**config.mk**
```make
export PLATFORM = sky130hd
export DESIGN_NAME = can_rx_crc_check_flat
export DESIGN_NICKNAME = d
export VERILOG_FILES = /design/src/rtl/can_pkg.sv /design/src/rtl/can_rx_crc_check_if.sv /design/src/rtl/can_crc15_serial.sv /design/src/rtl/can_rx_crc_check.sv /design/src/flat_wrapper.sv
export SDC_FILE = /design/constraint.sdc
export NUM_CORES = 1
export LEC_CHECK = 0
export ABC_AREA = 1
export CAP_MARGIN = 10
export CORE_UTILIZATION = 49
export DETAILED_ROUTE_END_ITERATION = 12
export PLACE_DENSITY = 0.84
export SYNTH_ARGS = -nofsm -noshare
export SYNTH_HDL_FRONTEND = slang
export SYNTH_SLANG_ARGS = --single-unit
export TNS_END_PERCENT = 100
```
**constraint.sdc**
```tcl
create_clock -name clk -period 1.5 [get_ports clk]
set_input_delay 0.225 -clock clk [delete_from_list [all_inputs] [get_ports clk]]
set_output_delay 0.225 -clock clk [all_outputs]
set_load 0.03 [all_outputs]
```
**src/rtl/can_pkg.sv**
```systemverilog
// Shared CAN constants, receive FSM state type and the single-bit CRC-15 step.
package can_pkg;

  localparam logic [14:0] CRC15_POLY    = 15'h4599;
  localparam logic [14:0] CRC15_INIT    = 15'h0000;
  localparam int          HDR_BITS      = 18;
  localparam int          CRC_BITS      = 15;
  localparam int          MAX_DATA_BITS = 64;

  typedef enum logic [2:0] {
    IDLE,
    HDR,
    DATA,
    CRC,
    DELIM
  } rx_state_e;

  // One serial CRC-15 update: shift left, fold in the polynomial when the
  // incoming bit differs from the outgoing MSB.
  function automatic logic [14:0] crc15_step(input logic [14:0] crc, input logic b);
    logic nxt;
    nxt = b ^ crc[14];
    crc15_step = {crc[13:0], 1'b0} ^ (nxt ? CRC15_POLY : 15'h0000);
  endfunction

endpackage

```
**src/rtl/can_rx_crc_check_if.sv**
```systemverilog
// Bit-stream and result bundle between the CAN MAC and the receive CRC checker.
interface can_rx_crc_check_if;
  import can_pkg::*;

  logic        i_bit;
  logic        i_bit_valid;
  logic        i_abort;
  logic        o_busy;
  logic        o_done;
  logic        o_crc_ok;
  logic        o_crc_err;
  logic        o_form_err;
  logic [14:0] o_crc_calc;
  logic [14:0] o_crc_rx;

  modport master (
    output i_bit, i_bit_valid, i_abort,
    input  o_busy, o_done, o_crc_ok, o_crc_err, o_form_err, o_crc_calc, o_crc_rx
  );

  modport slave (
    input  i_bit, i_bit_valid, i_abort,
    output o_busy, o_done, o_crc_ok, o_crc_err, o_form_err, o_crc_calc, o_crc_rx
  );
endinterface

```
**src/rtl/can_crc15_serial.sv**
```systemverilog
// Serial CRC-15 register. Clear and enable together restart the CRC with the
// current bit already folded in.
module can_crc15_serial
  import can_pkg::*;
(
  input  logic        clk,
  input  logic        rst,
  input  logic        clr,
  input  logic        en,
  input  logic        din,
  output logic [14:0] crc
);

  logic [14:0] crc_base;

  assign crc_base = clr ? CRC15_INIT : crc;

  // NOTE: sequential state uses non-blocking assignments so every register
  // samples pre-edge values regardless of process ordering.
  always_ff @(posedge clk or posedge rst) begin
    if (rst) begin
      crc <= CRC15_INIT;
    end else if (en) begin
      crc <= crc15_step(crc_base, din);
    end else if (clr) begin
      crc <= CRC15_INIT;
    end
  end

endmodule

```
**src/rtl/can_rx_crc_check.sv**
```systemverilog
// CAN 2.0A receive CRC checker: walks SOF..CRC delimiter on destuffed strobes,
// compares the received CRC field with the locally accumulated CRC-15.
module can_rx_crc_check
  import can_pkg::*;
(
  input  logic                 clk,
  input  logic                 rst,
  can_rx_crc_check_if.slave    bus
);

  // RTR is the 12th header bit; the down-counter reads HDR_BITS-12 there.
  localparam logic [5:0] RTR_POS  = 6'(HDR_BITS - 12);
  localparam logic [3:0] MAX_DLC  = 4'(MAX_DATA_BITS / 8);

  rx_state_e   state_q, state_d;
  logic [5:0]  count_q, count_d;
  logic        rtr_q, rtr_d;
  logic [3:0]  dlc_q, dlc_d;
  logic [14:0] crc_rx_q, crc_rx_d;
  logic        done_q, done_d;
  logic        ok_q, ok_d;
  logic        err_q, err_d;
  logic        form_q, form_d;
  logic        crc_clr, crc_en;
  logic [14:0] crc_calc;
  logic [3:0]  dlc_full, dlc_eff;
  logic [6:0]  data_bits;

  can_crc15_serial u_crc (
    .clk (clk),
    .rst (rst),
    .clr (crc_clr),
    .en  (crc_en),
    .din (bus.i_bit),
    .crc (crc_calc)
  );

  // The last DLC bit arrives with the strobe, so the length uses it directly.
  assign dlc_full  = {dlc_q[2:0], bus.i_bit};
  assign dlc_eff   = (dlc_full > MAX_DLC) ? MAX_DLC : dlc_full;
  assign data_bits = rtr_q ? 7'd0 : {dlc_eff, 3'b000};

  always_ff @(posedge clk or posedge rst) begin
    if (rst) begin
      state_q  <= IDLE;
      count_q  <= '0;
      rtr_q    <= 1'b0;
      dlc_q    <= '0;
      crc_rx_q <= '0;
      done_q   <= 1'b0;
      ok_q     <= 1'b0;
      err_q    <= 1'b0;
      form_q   <= 1'b0;
    end else begin
      state_q  <= state_d;
      count_q  <= count_d;
      rtr_q    <= rtr_d;
      dlc_q    <= dlc_d;
      crc_rx_q <= crc_rx_d;
      done_q   <= done_d;
      ok_q     <= ok_d;
      err_q    <= err_d;
      form_q   <= form_d;
    end
  end

  // NOTE: every output of this block is given a default first, so no path
  // through the case can leave a signal unassigned and infer a latch.
  always_comb begin
    state_d  = state_q;
    count_d  = count_q;
    rtr_d    = rtr_q;
    dlc_d    = dlc_q;
    crc_rx_d = crc_rx_q;
    done_d   = 1'b0;
    ok_d     = ok_q;
    err_d    = err_q;
    form_d   = form_q;
    crc_clr  = 1'b0;
    crc_en   = 1'b0;

    if (bus.i_abort) begin
      state_d = IDLE;
      ok_d    = 1'b0;
      err_d   = 1'b0;
      form_d  = 1'b0;
    end else if (bus.i_bit_valid) begin
      unique case (state_q)
        IDLE: begin
          if (!bus.i_bit) begin
            state_d  = HDR;
            count_d  = 6'(HDR_BITS - 1);
            crc_clr  = 1'b1;
            crc_en   = 1'b1;
            crc_rx_d = '0;
            ok_d     = 1'b0;
            err_d    = 1'b0;
            form_d   = 1'b0;
          end
        end
        HDR: begin
          crc_en = 1'b1;
          dlc_d  = dlc_full;
          if (count_q == RTR_POS) rtr_d = bus.i_bit;
          if (count_q == 6'd0) begin
            if (data_bits == 7'd0) begin
              state_d = CRC;
              count_d = 6'(CRC_BITS - 1);
            end else begin
              state_d = DATA;
              count_d = 6'(data_bits - 7'd1);
            end
          end else begin
            count_d = count_q - 6'd1;
          end
        end
        DATA: begin
          crc_en = 1'b1;
          if (count_q == 6'd0) begin
            state_d = CRC;
            count_d = 6'(CRC_BITS - 1);
          end else begin
            count_d = count_q - 6'd1;
          end
        end
        CRC: begin
          crc_rx_d = {crc_rx_q[13:0], bus.i_bit};
          if (count_q == 6'd0) state_d = DELIM;
          else                 count_d = count_q - 6'd1;
        end
        DELIM: begin
          state_d = IDLE;
          done_d  = 1'b1;
          err_d   = (crc_rx_q != crc_calc);
          form_d  = !bus.i_bit;
          ok_d    = (crc_rx_q == crc_calc) && bus.i_bit;
        end
        default: state_d = IDLE;
      endcase
    end
  end

  assign bus.o_busy     = (state_q != IDLE);
  assign bus.o_done     = done_q;
  assign bus.o_crc_ok   = ok_q;
  assign bus.o_crc_err  = err_q;
  assign bus.o_form_err = form_q;
  assign bus.o_crc_calc = crc_calc;
  assign bus.o_crc_rx   = crc_rx_q;

endmodule

```
**src/flat_wrapper.sv**
```systemverilog
// flat-port wrapper written by rule: the top's interface ports become plain ports
module can_rx_crc_check_flat import can_pkg::*;
  (clk, rst, bus_i_bit, bus_i_bit_valid, bus_i_abort, bus_o_busy, bus_o_done, bus_o_crc_ok, bus_o_crc_err, bus_o_form_err, bus_o_crc_calc, bus_o_crc_rx);
  can_rx_crc_check_if bus_i ();
  input  logic clk;
  input  logic rst;
  input wire logic [$bits(bus_i.i_bit)-1:0] bus_i_bit;
  input wire logic [$bits(bus_i.i_bit_valid)-1:0] bus_i_bit_valid;
  input wire logic [$bits(bus_i.i_abort)-1:0] bus_i_abort;
  output wire logic [$bits(bus_i.o_busy)-1:0] bus_o_busy;
  output wire logic [$bits(bus_i.o_done)-1:0] bus_o_done;
  output wire logic [$bits(bus_i.o_crc_ok)-1:0] bus_o_crc_ok;
  output wire logic [$bits(bus_i.o_crc_err)-1:0] bus_o_crc_err;
  output wire logic [$bits(bus_i.o_form_err)-1:0] bus_o_form_err;
  output wire logic [$bits(bus_i.o_crc_calc)-1:0] bus_o_crc_calc;
  output wire logic [$bits(bus_i.o_crc_rx)-1:0] bus_o_crc_rx;
  assign bus_i.i_bit = bus_i_bit;
  assign bus_i.i_bit_valid = bus_i_bit_valid;
  assign bus_i.i_abort = bus_i_abort;
  assign bus_o_busy = bus_i.o_busy;
  assign bus_o_done = bus_i.o_done;
  assign bus_o_crc_ok = bus_i.o_crc_ok;
  assign bus_o_crc_err = bus_i.o_crc_err;
  assign bus_o_form_err = bus_i.o_form_err;
  assign bus_o_crc_calc = bus_i.o_crc_calc;
  assign bus_o_crc_rx = bus_i.o_crc_rx;
  can_rx_crc_check u_core (.clk(clk), .rst(rst), .bus(bus_i));
endmodule
```
==> results.md <==
* Outcome: finished, violations left
* Violated checks: setup timing
* Core region area at 0.00517 mm^2
* Synth top area share at 44.2%
* I/O Pins at 40
* Type of the most critical hold path: in -> async
* Setup WS post-layout at -9.74 ps
* Net switching power at 0.00365 W
* Yosys Warn Count at 0
* Post-layout minimum cycle time at 1510 ps
* # clock sinks at 47
* Critical path type: reg -> reg
* Die Y at 75.7 um
* Worst-path cell with the longest stage delay: dfrtp_1
* Slew at the pin with the worst max-slew slack at 351 ps
* Leakage at 1.94 nW
* Antenna viol nets, final at 0
* Power density over cell area at 2040 mW/mm^2
* Row cnt at 26
* Startpoint types: register
* Layout cells sized above 1 at 27.6%
* RSZ-0062 raised after global routing: yes
* Clock Skew at 15.4 ps
* CTS Buf Count at 5
* Worst Setup End Kind: register
* Pint at 0.00395 W
* Crit Path Max Fanout at 8
* Mapped Cells at 323
* Most used DFF post-synth: dfrtp_1
* CP required at 1680 ps
* Synth area leaders: dfrtp_1 (44%), nand2_1 (8.8%), inv_1 (6.5%)
* Power share of the clock group at 12.8%
* Routed WL per cell at 14.7 um
* Slew Viols, Final at 0
* Sw Ratio at 48.0%
* CTS tree: yes
* Syn Nets at 333
* Routed WL at 7060 um
* Vias per cell at 5.40
* Number of fill cells at 348
* Global-route usage over all layers at 24.3%
* Final period utilization at 101%
* Largest net degree at the start of global routing at 48
* Critical-path cell list: inv_2 -> buf_4 -> nand3_1 -> nor2_2 -> inv_2 -> buf_4 -> nand3_1 -> o21ai_0
* Buf/Inv on CP at 4
* Register area at 0.00118 mm^2
* Synthesized flop and latch total at 47
* Initial antenna violation count at 0
* Gr ovfl total at 0
* Sequential Power Share at 28.4%
* VDD IR-drop max at 0.00146 V
* Hold Vio Cnt, Final at 0
* Clk buf depth at 2
* Drc violations at 0
* CP peak stage delay at 420 ps
* Max-cap violations at 0
* CP top delay family: buffers and inverters
* Reg2reg start: u_core.state_q[2]
* # hold bufs at CTS at 0
* Synth async-reset ratio at 100%
* Slew HR at 76.4%
* Iteration-0 DRC count of the detailed router at 128
* Worst-path clk slew at 100 ps
* Cells after DPL at 464
* First-pass GRT wire length at 10500 um
* Cell Area, Synth at 0.00266 mm^2
* Gate power share at 58.8%
* Final #Nets at 418
* Routability Congestion at 0.804
* Post-DP HPWL at 4850 um
* Root Buffer: clkbuf_8
* Die X at 75.7 um
* Post-synthesis sequential area ratio at 44.2%
* Pre-CTS setup slack at -396 ps
* IO buf count at 39
* Multi-input gate area at 0.00141 mm^2
* Cell Count, Final, Fillers Out at 479
* First-pass iteration count of the detailed router at 5
* Top post-synthesis cells by count: nand2_1 (62), dfrtp_1 (47), inv_1 (46), nand3_1 (28), nor2_1 (28)
* Die area at 0.00572 mm^2
* Vias at 2587
* Initial Util at 51.4%
* Synth area leader: dfrtp_1
* Post-synth EDFFs at 0
* Skew-Pair Late Insertion Delay at 310 ps
* FMAX at 662 MHz
* Top-count cell post-synth: nand2_1
* Critical Path Start: u_core.state_q[2]
* Vias in the first global route at 2350
* # H-tree levels at 2
* Ant diodes at 0
* Setup violations, final at 1
* Power, Total at 0.00761 W
* Avg Cell Area, Syn at 8.23 um^2
* Arr. time, crit path at 1690 ps
* Area grow syn2layout at 40.0%
* Post-synth cell types at 31
==> tightest hold or removal path, cell delays in order <==
cell and delay, ps:
clkdlybuf4s50_1 410, inv_2 70, buf_12 240
==> flip-flops by register name, indices dropped and copies added (netlist names) <==
register / cells
u_core.bus.o_crc_ok: 1
u_core.bus.o_crc_err: 1
u_core.bus.o_done: 1
u_core.rtr_q: 1
u_core.count_q: 6
u_core.bus.o_form_err: 1
u_core.dlc_q: 3
u_core.bus.o_crc_rx: 15
u_core.state_q: 3
u_core.u_crc.crc: 15
==> metrics by stage <==
| stage | util (%) | TNS (ps) | cell area, um^2 | hold slack [ps] |
|---|---|---|---|---|
| final | 72.0 | -9.74 | 3720 | 271 |
| after global routing | 72.0 | -875 | 3720 | 300 |
| after CTS | 68.3 | -41.3 | 3530 | 282 |
| after detailed placement | 66.3 | -7500 | 3430 | 501 |
| after global placement | 66.3 | -6060 | 3430 | 493 |
| after floorplan | - | 0 | 2660 | 332 |
==> cell families (layout without fill, tap and decap cells) <==
| family | count (synthesis) | in the layout | share of synthesized area [%] |
|---|---|---|---|
| AOI/OAI and AO/OA | 55 | 55 | 12.3 |
| DFF | 47 | 47 | 44.2 |
| adders and majority gates | 5 | 5 | 2.35 |
| xor gates and xnor gates | 18 | 18 | 6.21 |
| and+or+nand+nor | 140 | 140 | 26.0 |
| buffers and inverters | 58 | 144 | 8.94 |
==> cell type report <==
class	instances	area share, %
inverters	54	5.65
clock buffers	5	1.85
multi-input cells	218	37.8
clock inverters	3	1.28
flip-flops and latches	47	31.6
repair buffers	82	19.5
well taps	70	2.35
==> timing repair <==
| action | in CTS | in global routing |
|---|---|---|
| gates resized for setup | 48 | 37 |
| buffers inserted | 0 | 7 |
| gates cloned | 0 | 0 |
| endpoints found under the setup margin | 41 | 41 |
| pin swaps | 6 | 9 |
==> cells in the final DEF, fill, tap and decap left out, types with 9 or more instances in the layout <==
cell	n
o22ai_1	16
buf_4	37
nand2_1	57
nand3_1	22
nor2_1	23
inv_2	12
inv_1	39
dfrtp_1	47
dlygate4sd2_1	34
xor2_1	13
o21ai_0	14
o21ai_1	9
==> power groups by stage <==
stage                     logic, W  clock network [W]  registers [W]
after floorplan            0.00207                  0        0.00264
after global placement     0.00398                  0        0.00215
after detailed placement   0.00413                  0        0.00217
after CTS                  0.00400           0.000975        0.00215
after global routing       0.00482            0.00102        0.00222
final                      0.00447           0.000973        0.00216
==> final timing paths <==
check                                           to  slack, ps  cells after the start
setup reg to reg           u_core.bus.o_crc_rx[14]        -10                      8
max in group asynchronous  u_core.bus.o_crc_rx[14]       1010                      3
hold reg to reg                  u_core.count_q[5]        530                      2
hold / removal                u_core.u_crc.crc[13]        270                      3
min in group clk             u_core.bus.o_form_err        350                      3
setup / recovery           u_core.bus.o_crc_rx[14]        -10                      8
==> metal layers <==
layer  GRT usage, %  part of all wire, %  up-vias
li1               -                    -     1214
met1           30.3                   41     1240
met2           42.8                   52      113
met3           3.17                  5.2       20
met4           9.67                  1.8        0
met5              0                    0        -
Power figures use the tool's default switching activity.
